$ cat src/rtl/rom_arbiter.sv
// rom_arbiter
// -----------------------------------------------------------------------------
// Round-robin arbiter that shares one synchronous read-only table between
// NUM_REQ requesters. At most one read is issued per cycle. A short valid/tag
// pipeline follows each read through the table, so the registered result goes
// back only to the requester that issued it. Each requester may have only one
// read in flight, and the response latency is always three cycles after accept.
//
// Ports
//   clk        : single clock, all state changes on the rising edge
//   reset      : asynchronous, active-low; clears all state at once
//   req_valid  : per-requester read request
//   req_addr   : request addresses, requester i at [i*ADDR_WIDTH +: ADDR_WIDTH]
//   req_ready  : one-hot grant; a request is accepted when valid & ready
//   rsp_valid  : one-hot, one-cycle pulse naming the owner of rsp_data
//   rsp_data   : returned table word, shared by all requesters
//   rom_addr   : table address (registered)
//   rom_read   : table read enable (registered)
//   rom_data   : table output, valid the cycle after rom_read was high
//   busy       : at least one read is in flight
// -----------------------------------------------------------------------------
module rom_arbiter #(
    parameter int NUM_REQ    = 4,
    parameter int WIDTH      = 8,
    parameter int DEPTH      = 256,
    parameter int ADDR_WIDTH = $clog2(DEPTH)
) (
    input  logic                          clk,
    input  logic                          reset,
    input  logic [NUM_REQ-1:0]            req_valid,
    input  logic [NUM_REQ*ADDR_WIDTH-1:0] req_addr,
    output logic [NUM_REQ-1:0]            req_ready,
    output logic [NUM_REQ-1:0]            rsp_valid,
    output logic [WIDTH-1:0]              rsp_data,
    output logic [ADDR_WIDTH-1:0]         rom_addr,
    output logic                          rom_read,
    input  logic [WIDTH-1:0]              rom_data,
    output logic                          busy
);

    localparam int TAG_W = $clog2(NUM_REQ);

    typedef logic [TAG_W-1:0] tag_t;

    logic [NUM_REQ-1:0] pending;   // requester has a read in flight
    logic [NUM_REQ-1:0] eligible;
    logic [NUM_REQ-1:0] grant;
    tag_t               ptr;       // highest-priority index for the next search
    tag_t               win;       // index of the current winner
    tag_t               ptr_next;
    logic               accept;

    tag_t               tag1;      // owner of the read now on rom_addr
    logic               v2;        // table output is valid next cycle
    tag_t               tag2;      // owner of that table output

    // A requester that already has a read in flight cannot ask again until its
    // response has gone out.
    assign eligible = req_valid & ~pending;

    // -------------------------------------------------------------------------
    // Grant: search upward from ptr with wrap-around and take the first
    // eligible index. The grant does not depend on anything in the pipeline.
    // -------------------------------------------------------------------------
    always_comb begin
        // NOTE: every combinational output gets a default before the search, so
        // no path through this block can leave a value held (no latch).
        grant = '0;
        win   = '0;
        for (int k = 0; k < NUM_REQ; k++) begin
            if (grant == '0 && eligible[(int'(ptr) + k) % NUM_REQ]) begin
                grant[(int'(ptr) + k) % NUM_REQ] = 1'b1;
                win = tag_t'((int'(ptr) + k) % NUM_REQ);
            end
        end
    end

    // No grant is shown while reset is held. Once reset is released the first
    // grant can be accepted in the first cycle.
    assign req_ready = reset ? grant : '0;
    assign accept    = |req_ready;

    // The pointer moves to the index just after the winner.
    assign ptr_next  = (win == tag_t'(NUM_REQ - 1)) ? '0 : win + tag_t'(1);

    assign busy      = |pending;

    // -------------------------------------------------------------------------
    // Arbitration state: pointer and per-requester in-flight bits.
    // -------------------------------------------------------------------------
    always_ff @(posedge clk or negedge reset) begin
        if (!reset) begin
            ptr     <= '0;
            pending <= '0;
        end else begin
            // NOTE: all state uses non-blocking assignment, so every register
            // in this file samples the values from before the edge.
            if (accept) begin
                ptr <= ptr_next;
            end
            // The accepted requester is never the one whose response is going
            // out this cycle, because a pending requester cannot be granted.
            pending <= (pending | req_ready) & ~rsp_valid;
        end
    end

    // -------------------------------------------------------------------------
    // S1 issue: drive the table address and read enable for the winner.
    // -------------------------------------------------------------------------
    always_ff @(posedge clk or negedge reset) begin
        if (!reset) begin
            rom_read <= 1'b0;
            rom_addr <= '0;
            tag1     <= '0;
        end else begin
            rom_read <= accept;
            if (accept) begin
                rom_addr <= req_addr[int'(win)*ADDR_WIDTH +: ADDR_WIDTH];
                tag1     <= win;
            end
        end
    end

    // -------------------------------------------------------------------------
    // S2 wait: the table registers its output during this stage.
    // -------------------------------------------------------------------------
    always_ff @(posedge clk or negedge reset) begin
        if (!reset) begin
            v2   <= 1'b0;
            tag2 <= '0;
        end else begin
            v2   <= rom_read;
            tag2 <= tag1;
        end
    end

    // -------------------------------------------------------------------------
    // S3 capture: register the table word and pulse the owner's rsp_valid.
    // rom_data is undefined when no read was made, so it is sampled only
    // behind v2.
    // -------------------------------------------------------------------------
    always_ff @(posedge clk or negedge reset) begin
        if (!reset) begin
            rsp_valid <= '0;
            rsp_data  <= '0;
        end else if (v2) begin
            rsp_valid <= {{(NUM_REQ-1){1'b0}}, 1'b1} << tag2;
            rsp_data  <= rom_data;
        end else begin
            rsp_valid <= '0;
        end
    end

endmodule

$ cat config.mk
export PLATFORM = sky130hd
export DESIGN_NAME = rom_arbiter
export DESIGN_NICKNAME = d
export VERILOG_FILES = /design/src/rtl/rom_arbiter.sv
export SDC_FILE = /design/constraint.sdc
export NUM_CORES = 1
export LEC_CHECK = 0
export BUFFER_PORTS_ARGS = -buffer_cell sky130_fd_sc_hd__buf_2
export CAP_MARGIN = 20
export CORE_ASPECT_RATIO = 0.7
export CORE_UTILIZATION = 54
export CTS_BUF_LIST = sky130_fd_sc_hd__clkbuf_16
export CTS_CLUSTER_DIAMETER = 100
export DETAILED_ROUTE_END_ITERATION = 10
export PLACE_DENSITY = 0.86
export SYNTH_ARGS = -nofsm -noshare
export SYNTH_HDL_FRONTEND = slang
export SYNTH_SLANG_ARGS = --single-unit
$ cat constraint.sdc
create_clock -name clk -period 7.45 [get_ports clk]
set_input_delay 0 -clock clk [delete_from_list [all_inputs] [get_ports clk]]
set_output_delay 0 -clock clk [all_outputs]
set_load 0.005 [all_outputs]
==> out/qor.yml, run 1 <==
routing:
  antenna_left: 0
  num_vias: 1935
  drtPass1Iterations: 5
  routedWlPerCell_um: 17.0
  drc: 0
  wirelength_um: 5570
  viasPerCell: 5.92
  drt_iter0_drc: 236
timing:
  period_needed_ps: 4300
  finalWorstSetupSlack_ps: 3150
  rsz0062_at_grt: "false"
  worst_pin_slew_ps: 727
  skew_ps: 7.19
  tns_ps: 0
  setup_viol_count_final: 0
  fin_crit_sh_pct: 57.8
  fmax_mhz: 232
  max_slew_margin_pct: 51.5
  hold_viol_final: 0
  drv_slew: 0
placed_design:
  post-dp-hpwl_um: 3420
  routabilityCongestion: 0.967
  portBuffers: 71
  pre_cts_slack_ps: 3310
global_route:
  grt_max_degree: 35
  grt_pass1_vias: 1748
  grt_pass1_wl_um: 8510
  grt_util_all_layers_pct: 29.7
  grt_overflow: 0
  antenna_found_initial: 0
synth:
  synthArstFlopShare_pct: 100
  syn_nets: 250
  yosysUniqueCellTypes: 47
  synth_seq_cells: 32
  synth.avg_cell_area_sq_um: 10.4
  ys.warnings.count: 0
  synth-edff-count: 0
  syn_inst: 195
  syn-cell-area_sq_um: 2030
  yosysSeqAreaShare_pct: 39.4
  synth_flop_cell: "dfrtp_1"
hold_path:
  hold_path.class: "in -> reg"
die:
  io_pins: 72
  die_w_um: 75.3
  die_h_um: 53.3
  fp-row-count: 18
  die_area_sq_um: 4020
  coreArea_sq_um: 3560
  start_util_pct: 57.1
final_layout:
  diodes: 0
  nets: 331
  regArea_sq_um: 801
  drive_gt1_share_pct: 39.0
  nFillCells: 228
  syn_to_final_growth_pct: 31.0
  most-common-layout-cells: "71 x buf_2, 32 x dfrtp_1, 29 x nand2_1"
  multi_input_area_sq_um: 1160
  final_common_cell: "buf_2"
worst_setup_path:
  critPathCaptureType: "flop"
  crit_arrival_ps: 4460
  crit_required_ps: 7600
  cp_max_fo: 18
  worstSetupPathType: "reg -> reg"
  start_kind: "flop"
run_status:
  status: "completed"
clock_tree:
  cts_made_buffers: 5
  ctsHtreeMaxLevel: 2
  clk_latency_ps: 280
  cts.sinks: 32
  cts_buffer_depth: 2
  root_buffer: "clkbuf_16"
  clk_pin_slew_ps: 50
  cts_tree: "built"
flow_run:
  cap_violations: 0
flip-flops by register name (all words and copies together), names as in the netlist:
| name | count |
|---|---|
| tag2 | 2 |
| rom_read | 1 |
| ptr | 2 |
| v2 | 1 |
| tag1 | 2 |
| pending | 4 |
| rom_addr | 8 |
| rsp_valid | 4 |
| rsp_data | 8 |
cell families after synthesis:
| family | after synthesis | share of synthesized area, % |
|---|---|---|
| simple gates | 70 | 17.9 |
| compound gates | 48 | 18.3 |
| flops | 32 | 39.4 |
| mux | 23 | 15.1 |
| buf+inv | 13 | 3.69 |
| fa+ha+maj | 9 | 5.54 |
timing repair:
item | CTS | global route
buffers inserted | 0 | 0
hold endpoints to repair | 40 | 0
gates resized for setup | 0 | 0
hold buffers | 9 | 0
worst max-delay path, stage by stage, from the launching register on:
cell	delay, ps
dfrtp_1	700
inv_1	230
ha_1	350
nor4_1	440
inv_1	130
a21oi_2	370
a22o_4	210
or3_1	160
mux2i_1	260
a2bb2oi_2	590
a21boi_0	300
a22oi_1	120
mux2_1	310
path summary, 6_finish.rpt:
kind	cells after the start	start	to	slack, ps
max in group asynchronous	2	reset	pending[0]	6670
min in group asynchronous	2	reset	rom_addr[4]	320
hold / removal	4	req_addr[4]	rom_addr[4]	160
setup / recovery	12	ptr[0]	rom_addr[1]	3150
hold reg to reg	0	tag1[1]	tag2[1]	370
setup reg to reg	12	ptr[0]	rom_addr[1]	3150
synthesized netlist by cell type (2+ instances only):
master	number	area share [%]
dfrtp_1	32	39
nand2_1	29	5.4
nor2_1	14	2.6
a21oi_1	10	2.5
mux2_2	10	5.5
a22oi_1	9	3.3
ha_1	9	5.5
a21boi_0	8	3.0
mux2_1	7	3.9
inv_1	5	0.92
nor2b_1	5	1.5
mux4_2	4	4.4
nand2b_1	4	1.2
nor3_1	4	0.99
o31ai_1	4	1.5
buf_6	3	1.7
o21ai_0	3	0.74
a21oi_2	2	0.86
a31oi_1	2	0.62
nor4_4	2	2.1
or3_1	2	0.62
or4_1	2	0.74
metal layers:
metal  vias to the layer above  routed length (um)  part of all wire (%)  global-route usage (%)
met5                         -                   0                     0                       0
met4                         0                 138                   2.5                    13.6
met2                       105                2730                    49                    46.7
met3                        13                 396                   7.1                    6.10
met1                       945                2310                    41                    39.5
li1                        872                   -                     -                       -
metrics by stage:
| stage | std cells | hold WS [ps] | utilization (%) | instance area [sq um] |
|---|---|---|---|---|
| 4_1_cts | 327 | 143 | 74.8 | 2660 |
| 3_3_place_gp | 310 | 95.7 | 67.5 | 2400 |
| 5_1_grt | 327 | 170 | 74.8 | 2660 |
| 2_1_floorplan | 195 | -296 | - | 2030 |
| 3_5_place_dp | 310 | 90.8 | 67.5 | 2400 |
| 6_report | 327 | 161 | 74.8 | 2660 |
final cells by class:
| type | instances | share of cell area (%) |
|---|---|---|
| flip-flops and latches | 32 | 30.1 |
| multi-input cells | 150 | 43.4 |
| clock buffers | 5 | 4.70 |
| well taps | 50 | 2.35 |
| inverters | 7 | 1.08 |
| clock inverters | 3 | 1.60 |
| repair buffers | 80 | 16.7 |
Power of run 1 is not shown: default switching activity piles up to over one toggle a cycle in this logic, so the estimate is an artifact.
==> inputs of run 2 (changes only) <==
Settings changed: CORE_UTILIZATION 54 to 50, PLACE_DENSITY 0.86 to 0.8.
Clock period 7.45 ns to 4.1 ns, I/O delays scaled along.
==> out/qor.yml, run 2 (synthesis results as in run 1) <==
worst_setup_path:
  critPathSlowestCell: "dfrtp_1"
  critPathCaptureType: "flop"
  slowest_delay_ps: 540
  crit_start: "ptr[1]"
  cp_max_fo: 9
  reg2reg_slack_ps: 390
  r2r-end: "rom_addr[0]"
  start_kind: "flop"
  r2r_start: "ptr[1]"
  crit_arrival_ps: 3860
  r2r_cells: 11
  path_cells: "inv_1, ha_1, mux4_2, a211o_1, nand2_1, nor4_4, a221oi_2, nor2_1, nor4_4, inv_4, mux2_1"
  crit_path_end: "rom_addr[0]"
  path_common_cell: "nor4_4"
  worstSetupPathType: "reg -> reg"
  crit_required_ps: 4260
hold_path:
  hold_path.class: "in -> reg"
  hold_path_depth: 4
timing:
  worst_pin_slew_ps: 703
  rsz0062_at_grt: "false"
  fin_crit_sh_pct: 90.4
  drv_slew: 0
  max_slew_margin_pct: 53.2
  setup_viol_count_final: 0
  holdWs_ps: 140
  skew_ps: 4.67
  fmax_mhz: 270
  period_needed_ps: 3710
  hold_viol_final: 0
  tns_ps: 0
clock_tree:
  cts_buffer_depth: 2
  cts.repair.resized: 0
  cts_made_buffers: 5
  ctsHtreeMaxLevel: 2
  cts_tree: "built"
  clk_latency_ps: 280
  clk_pin_slew_ps: 50
  root_buffer: "clkbuf_16"
  cts.sinks: 32
run_status:
  status: "completed"
routing:
  drc: 0
  antenna_left: 0
  drtPass1Iterations: 4
  drt_iter0_drc: 97
  wirelength_um: 5520
  num_vias: 1893
  routedWlPerCell_um: 16.7
  viasPerCell: 5.74
die:
  coreArea_sq_um: 3690
  start_util_pct: 55.0
  fp-row-count: 18
  die_h_um: 55.3
  io_pins: 72
  die_w_um: 78.2
  die_area_sq_um: 4330
final_layout:
  fin_cells: 330
  most-common-layout-cells: "71 x buf_2, 32 x dfrtp_1, 29 x nand2_1"
  drive_gt1_share_pct: 39.3
  reg_top3: "rom_addr (8), rsp_data (8)"
  nets: 334
  diodes: 0
  final_common_cell: "buf_2"
  syn_to_final_growth_pct: 31.9
placed_design:
  routabilityCongestion: 0.970
  dp.cells: 312
  post-dp-hpwl_um: 3440
  portBuffers: 71
global_route:
  grt_overflow: 0
  grt_util_all_layers_pct: 26.7
  grt_max_degree: 35
  antenna_found_initial: 0
  grt_pass1_wl_um: 9050
  grt_pass1_vias: 1926
flow_run:
  cap_violations: 0
[run 2: cell count changes in the layout (fill, tap and decap cells not counted)]
| cell | change |
|---|---|
| buf_4 | +3 |
| clkinvlp_4 | -1 |
| inv_1 | +1 |
[run 2: final cells by class]
| cell class | instances | area [sq um] |
|---|---|---|
| Timing Repair Buffer | 83 | 468 |
| Inverter | 7 | 28.8 |
| Sequential cell | 32 | 801 |
| Fill cell | 238 | 1010 |
| Clock buffer | 5 | 125 |
| Tap cell | 50 | 62.6 |
| Multi-Input combinational cell | 150 | 1160 |
| Clock inverter | 3 | 38.8 |
[run 2: per-layer routing]
metal / up-vias / track usage [%] / share of wire [%]
met5: - / 0 / 0
met4: 0 / 7.94 / 2.0
met3: 13 / 6.28 / 6.0
met2: 79 / 46.7 / 50
met1: 923 / 32.8 / 41
li1: 878 / - / -
[run 2: timing repair]
action                                 in CTS  in global routing
hold buffers                                9                  0
setup endpoints to repair                   0                  9
buffers inserted                            0                  1
endpoints found under the hold margin      40                  0
[run 2: per-stage QoR]
stage	worst slack, ps	util (%)	instance area (sq um)
floorplan	776	-	2030
global placement	220	65.5	2420
detailed placement	244	65.5	2420
CTS	179	72.4	2670
global route	153	72.6	2680
finish	394	72.6	2680
[run 2: worst min-delay path by stage]
stage,slack [ps],startpoint,end
3_3_place_gp,80,reset,rom_addr[0]
4_1_cts,140,req_addr[7],rom_addr[7]
2_1_floorplan,-300,reset,pending[0]
3_5_place_dp,80,reset,rom_addr[0]
6_report,140,req_addr[7],rom_addr[7]
5_1_grt,210,req_addr[3],rom_addr[3]
[run 2: worst max-delay path: cells and delay by family, from the launching register on]
kind	cells	cell delay [ps]
flip-flops	1	540
buffers and inverters	2	360
adder cells (fa/ha/maj)	1	430
AND/OR/NAND/NOR	4	920
multiplexers	2	750
AO/OA/AOI/OAI	2	580
Power of run 2 is left out for the same reason.
